## src/rtl/alu_seq_pkg.sv

```systemverilog
// Shared types for alu_op_sequencer. Opcode encodings mirror the cv32e40p_pkg
// alu_opcode_e values so the sequencer can drive a cv32e40p_alu directly.
package alu_seq_pkg;

  localparam int ALU_OP_WIDTH       = 7;
  localparam int TIMEOUT_CYCLES_DEF = 64;

  typedef enum logic [ALU_OP_WIDTH-1:0] {
    ALU_SLTU = 7'b0000011,
    ALU_AND  = 7'b0010101,
    ALU_ADD  = 7'b0011000,
    ALU_SUB  = 7'b0011001,
    ALU_OR   = 7'b0101110,
    ALU_XOR  = 7'b0101111,
    ALU_DIVU = 7'b0110000,
    ALU_DIV  = 7'b0110001,
    ALU_REMU = 7'b0110010,
    ALU_REM  = 7'b0110011
  } alu_opcode_e;

  typedef enum logic [1:0] {IDLE, ISSUE, WAIT, RESP} seq_state_e;

endpackage

```

## src/rtl/alu_seq_checker.sv

```systemverilog
// Golden model for ADD/SUB results captured by the sequencer, with a
// saturating mismatch counter. Only built when ALU_SEQ_CHECK_EN is defined.
module alu_seq_checker
  import alu_seq_pkg::*;
(
  input  logic                    clk,
  input  logic                    rst,
  input  logic                    cap,
  input  logic                    clr,
  input  logic [ALU_OP_WIDTH-1:0] op,
  input  logic [31:0]             a,
  input  logic [31:0]             b,
  input  logic [31:0]             result,
  output logic                    mismatch,
  output logic [15:0]             err_cnt
);

  logic [31:0] gold;
  logic        checked;
  logic        miss;

  always_comb begin
    gold    = (op == ALU_SUB) ? a - b : a + b;
    checked = (op == ALU_ADD) || (op == ALU_SUB);
    miss    = checked && (result != gold);
  end

  // mismatch is set at capture so it is valid for the whole response window
  always_ff @(posedge clk) begin
    if (rst) begin
      mismatch <= 1'b0;
      err_cnt  <= '0;
    end else if (cap) begin
      mismatch <= miss;
      if (miss && err_cnt != 16'hFFFF) err_cnt <= err_cnt + 1'b1;
    end else if (clr) begin
      mismatch <= 1'b0;
    end
  end

endmodule

```

## src/rtl/alu_op_sequencer.sv

```systemverilog
// Single-outstanding request/response front end for cv32e40p_alu.
// Optional golden-model checking enabled by defining ALU_SEQ_CHECK_EN.
module alu_op_sequencer
  import alu_seq_pkg::*;
#(
  parameter int TAG_W          = 4,
  parameter int TIMEOUT_CYCLES = TIMEOUT_CYCLES_DEF
) (
  input  logic                    clk,
  input  logic                    rst,
  input  logic                    req_valid_i,
  output logic                    req_ready_o,
  input  logic [ALU_OP_WIDTH-1:0] req_op_i,
  input  logic [31:0]             req_a_i,
  input  logic [31:0]             req_b_i,
  input  logic [TAG_W-1:0]        req_tag_i,
  output logic [ALU_OP_WIDTH-1:0] alu_operator_o,
  output logic [31:0]             alu_operand_a_o,
  output logic [31:0]             alu_operand_b_o,
  output logic                    alu_enable_o,
  output logic                    alu_ex_ready_o,
  input  logic [31:0]             alu_result_i,
  input  logic                    alu_cmp_i,
  input  logic                    alu_ready_i,
  output logic                    rsp_valid_o,
  input  logic                    rsp_ready_i,
  output logic [31:0]             rsp_result_o,
  output logic                    rsp_cmp_o,
  output logic [TAG_W-1:0]        rsp_tag_o,
`ifdef ALU_SEQ_CHECK_EN
  output logic                    chk_mismatch_o,
  output logic [15:0]             chk_err_cnt_o,
`endif
  output logic                    rsp_err_o
);

  localparam int CNT_W = $clog2(TIMEOUT_CYCLES);

  seq_state_e       state;
  logic [CNT_W-1:0] cnt;
  logic [TAG_W-1:0] tag_q;
  logic             cap;

  assign cap = ((state == ISSUE) || (state == WAIT)) && alu_ready_i;

  // Combinational so a multicycle unit sees ex_ready in the same cycle it
  // raises ready_o and can retire without an extra stall.
  assign alu_ex_ready_o = (state != WAIT) || alu_ready_i;

  always_ff @(posedge clk) begin
    if (rst) begin
      state           <= IDLE;
      req_ready_o     <= 1'b1;
      rsp_valid_o     <= 1'b0;
      rsp_result_o    <= '0;
      rsp_cmp_o       <= 1'b0;
      rsp_tag_o       <= '0;
      rsp_err_o       <= 1'b0;
      alu_enable_o    <= 1'b0;
      alu_operator_o  <= ALU_SLTU;
      alu_operand_a_o <= '0;
      alu_operand_b_o <= '0;
      tag_q           <= '0;
      cnt             <= '0;
    end else begin
      unique case (state)
        IDLE: if (req_valid_i) begin
          alu_operator_o  <= req_op_i;
          alu_operand_a_o <= req_a_i;
          alu_operand_b_o <= req_b_i;
          tag_q           <= req_tag_i;
          alu_enable_o    <= 1'b1;
          req_ready_o     <= 1'b0;
          state           <= ISSUE;
        end
        ISSUE, WAIT: begin
          if (alu_ready_i) begin
            rsp_result_o <= alu_result_i;
            rsp_cmp_o    <= alu_cmp_i;
            rsp_err_o    <= 1'b0;
            rsp_tag_o    <= tag_q;
            rsp_valid_o  <= 1'b1;
            state        <= RESP;
          end else if (state == ISSUE) begin
            cnt   <= CNT_W'(1);
            state <= WAIT;
          end else if (cnt == CNT_W'(TIMEOUT_CYCLES - 1)) begin
            rsp_result_o <= '0;
            rsp_cmp_o    <= 1'b0;
            rsp_err_o    <= 1'b1;
            rsp_tag_o    <= tag_q;
            rsp_valid_o  <= 1'b1;
            state        <= RESP;
          end else begin
            cnt <= cnt + 1'b1;
          end
        end
        RESP: if (rsp_ready_i) begin
          rsp_valid_o  <= 1'b0;
          alu_enable_o <= 1'b0;
          req_ready_o  <= 1'b1;
          state        <= IDLE;
        end
        default: state <= IDLE;
      endcase
    end
  end

`ifdef ALU_SEQ_CHECK_EN
  alu_seq_checker u_chk (
    .clk      (clk),
    .rst      (rst),
    .cap      (cap),
    .clr      ((state == RESP) && rsp_ready_i),
    .op       (alu_operator_o),
    .a        (alu_operand_a_o),
    .b        (alu_operand_b_o),
    .result   (alu_result_i),
    .mismatch (chk_mismatch_o),
    .err_cnt  (chk_err_cnt_o)
  );
`endif

endmodule
```

## config.mk

```make
export PLATFORM = sky130hd
export DESIGN_NAME = alu_op_sequencer
export DESIGN_NICKNAME = d
export VERILOG_FILES = /design/src/rtl/alu_seq_pkg.sv /design/src/rtl/alu_seq_checker.sv /design/src/rtl/alu_op_sequencer.sv
export SDC_FILE = /design/constraint.sdc
export NUM_CORES = 1
export LEC_CHECK = 0
export CORE_MARGIN = 2
export CORE_UTILIZATION = 42
export CTS_BUF_LIST = sky130_fd_sc_hd__clkbuf_4 sky130_fd_sc_hd__clkbuf_8
export DETAILED_ROUTE_END_ITERATION = 8
export PLACE_DENSITY = 0.88
export SETUP_SLACK_MARGIN = 0.1
export SLEW_MARGIN = 20
export SYNTH_ARGS = -nofsm -noshare
export SYNTH_HDL_FRONTEND = slang
export SYNTH_SLANG_ARGS = --single-unit
```

## constraint.sdc

```tcl
create_clock -name clk -period 2.03 [get_ports clk]
set_input_delay 0.203 -clock clk [delete_from_list [all_inputs] [get_ports clk]]
set_output_delay 0.203 -clock clk [all_outputs]
set_load 0.01 [all_outputs]
```

==> summary.md <==
| Metric | Value |
|---|---|
| Hold-fix buffers, CTS | 0 |
| Synth unique cells | 36 |
| Die Ht | 109 um |
| Fin. Hold Viols | 0 |
| Largest net degree at the start of global routing | 119 |
| Period Utilization, post-route | 92.2% |
| Final Worst Setup Slack | 0.158 ns |
| Syn Area/Cell | 8.63 um2 |
| Final Total Pwr | 0.00907 W |
| Net count, final | 866 |
| Die Area | 11800 um2 |
| CTS max path bufs | 2 |
| RSZ-0062 raised after global routing | true |
| Asr flop ratio synth | 0% |
| Max Fclk | 534 MHz |
| Power Density | 1210 nW/um2 |
| Grt ovf | 0 |
| Num ports | 226 |
| #FFs+latches synth | 124 |
| Worst clock skew | 0.0137 ns |
| Slew headroom | 66.0% |
| # setup viols final | 0 |
| Via count | 4497 |
| Non-filler cells, final | 901 |
| Setup TNS | 0 ns |
| Critical Path Sink | cnt[0]$_SDFFE_PP0P_ |
| Most common cell after layout, fill and taps aside | clkdlybuf4s50_1 |
| Worst setup EP type | flip-flop |
| Iter 0 DRT Violations | 286 |
| Routed Antenna Nets | 0 |
| Maxcap violations | 0 |
| Most frequent cells in the layout | clkdlybuf4s50_1, nand2_1, dfxtp_1, a21oi_1, nor2_1 |
| Reg2reg end | cnt[0]$_SDFFE_PP0P_ |
| HPWL Detailed | 9.29 mm |
| Clk sinks | 124 |
| R2R Path Start | state[1]$_SDFFE_PP0P_ |
| Seq/Total Area, Yosys | 54.0% |
| YS warnings | 0 |
| Filler cells | 839 |
| Worst Hold Launch | rst |
| WP data required | 2.33 ns |
| Htree depth | 4 |
| CP Class | reg2reg |
| Type of the worst min-delay path | in2reg |
| Mapped Cells | 532 |
| Starting density of the core | 42.7% |
| CTS Root Cell | clkbuf_8 |
| Clock transition at path regs | 0.07 ns |
| Reg2Reg Depth | 6 |
| Die width | 109 um |
| Dpl ws | 0.0659 ns |
| CP Max Fanout | 7 |
| Fin. max-slew vios | 0 |
| Share of cells above drive strength 1 | 9.86% |
| Post-layout util | 69.5% |
| First-pass GRT wire length | 20.8 mm |
| Synth Flop Type | dfxtp_1 |
| # placed instances | 864 |
| Critical path startpoint | state[1]$_SDFFE_PP0P_ |
| Tightest Pin Transition | 0.509 ns |
| Syn_nets | 650 |
| Synthesized area | 4590 um2 |
| Setup crit start kind | flip-flop |
| Cell Rows | 38 |
| Worst skew pair latency | 0.43 ns |
| Outcome | finished clean |
| Worst VDD drop | 0.557 mV |
| Final GP Congestion | 0.728 |
| Post-detailed-routing wire length | 13.4 mm |
| Final min period | 1.87 ns |
| DR vias/cell | 4.99 |
| Total CTS buffers | 17 |
| Number of synthesized flops with an enable pin | 0 |
| DR DRC count | 0 |
| Reg2Reg Setup Slack | 0.16 ns |
| Total Routing Usage GR | 22.5% |
| CP Data Arrival Time | 2.17 ns |
| CTS tree | yes |
| Core ar. | 10700 um2 |
| Wire per inst | 14.9 um |
| # diodes | 0 |
| P&R area growth vs syn | 62.5% |
| Initial antenna violation count | 0 |
| Leakage power | 2.77 nW |
| Vias in the first global route | 4456 |
| Drt pass-1 iters | 4 |
| # port buffers | 225 |
[cells by family (layout without fill, tap and decap cells)]
kind of cell,Yosys count,after routing,synth area share (%)
adder cells (fa/ha/maj),5,5,1.36
AO/OA/AOI/OAI,135,135,20.0
flip-flops,124,124,54.0
multiplexers,5,5,1.12
buffers and inverters,47,276,4.96
AND/OR/NAND/NOR,216,216,18.5
[report_power, final]
part / internal [W] / total [W] / switching, W / leakage (nW)
sequential: 0.00290 / 0.00316 / 0.000259 / 1.01
combinational: 0.00175 / 0.00347 / 0.00172 / 1.53
clock: 0.00148 / 0.00244 / 0.000956 / 0.225
[routing by layer]
| metal | GRT usage (%) | vias up | routed length [um] |
|---|---|---|---|
| met5 | 0 | - | 0 |
| met4 | 8.97 | 0 | 285 |
| met3 | 8.56 | 31 | 1070 |
| met2 | 39.0 | 175 | 6780 |
| met1 | 24.9 | 2080 | 5250 |
| li1 | - | 2211 | - |
[cell type report]
| type | instances | area, um2 | area share [%] |
|---|---|---|---|
| flip-flops and latches | 124 | 2480 | 33.3 |
| repair buffers | 238 | 2420 | 32.4 |
| multi-input cells | 361 | 1900 | 25.5 |
| clock buffers | 22 | 297 | 3.97 |
| well taps | 140 | 175 | 2.35 |
| clock inverters | 10 | 161 | 2.16 |
| inverters | 6 | 22.5 | 0.302 |
[state kept, by name, summed over array words and instances, names as in the netlist]
| register | cells |
|---|---|
| alu_operator_o | 7 |
| state | 2 |
| rsp_result_o | 32 |
| cnt | 6 |
| tag_q | 4 |
| rsp_err_o | 1 |
| rsp_tag_o | 4 |
| rsp_cmp_o | 1 |
| req_ready_o | 1 |
| alu_operand_a_o | 32 |
| alu_enable_o | 1 |
| rsp_valid_o | 1 |
| alu_operand_b_o | 32 |
[cell usage after synthesis, types with 2 or more instances]
library cell  count  share of area [%]
buf_6             2               0.49
a21oi_1          79                8.6
buf_8             2               0.65
and2_1            4               0.54
buf_2            10                1.1
nand2_1         155                 13
and3_1            2               0.27
a22oi_2          20                5.4
nor2_1           42                3.4
a31oi_1           3               0.41
nor2b_1           2               0.27
o21ai_0           5               0.54
inv_1             6               0.49
dfxtp_1         124                 54
clkbuf_1         22                1.8
nand3_1           5               0.54
ha_1              5                1.4
a22oi_1          14                2.3
a211oi_1          4               0.65
buf_1             4               0.33
mux2i_1           4               0.87
nand2b_1          4               0.54
[through the flow]
step | hold WS [ns] | area (um2)
2_1_floorplan | 0.326 | 4590
3_3_place_gp | 0.440 | 6930
3_5_place_dp | 0.446 | 6930
4_1_cts | 0.150 | 7420
5_1_grt | 0.161 | 7460
6_report | 0.166 | 7460
[critical path, cell delays in order, from the launching register on]
cell	delay [ns]
dfxtp_1	0.36
inv_1	0.09
ha_2	0.42
nand2b_1	0.14
a211oi_1	0.45
mux2_2	0.25
nor2_1	0.04
[how the worst min path moves through the flow]
stage | end | slack [ns] | cells after the start
2_1_floorplan | alu_operator_o[0]$_SDFFE_PP1P_ | 0.33 | 2
3_3_place_gp | alu_operand_b_o[19]$_SDFFE_PP0P_ | 0.44 | 2
4_1_cts | alu_operator_o[0]$_SDFFE_PP1P_ | 0.15 | 3
6_report | alu_operator_o[0]$_SDFFE_PP1P_ | 0.17 | 3
5_1_grt | alu_operator_o[0]$_SDFFE_PP1P_ | 0.16 | 3
3_5_place_dp | rsp_err_o$_SDFFE_PP0P_ | 0.45 | 2
[timing repair]
action / 4_1_cts / 5_1_grt
gates cloned: 1 / 0
setup endpoints to repair: 8 / 39
pin swaps: 0 / 0
gates resized for setup: 3 / 3
hold endpoints to repair: 0 / 0
setup buffers: 0 / 4
Note: power is estimated with default switching activity, not from simulation.
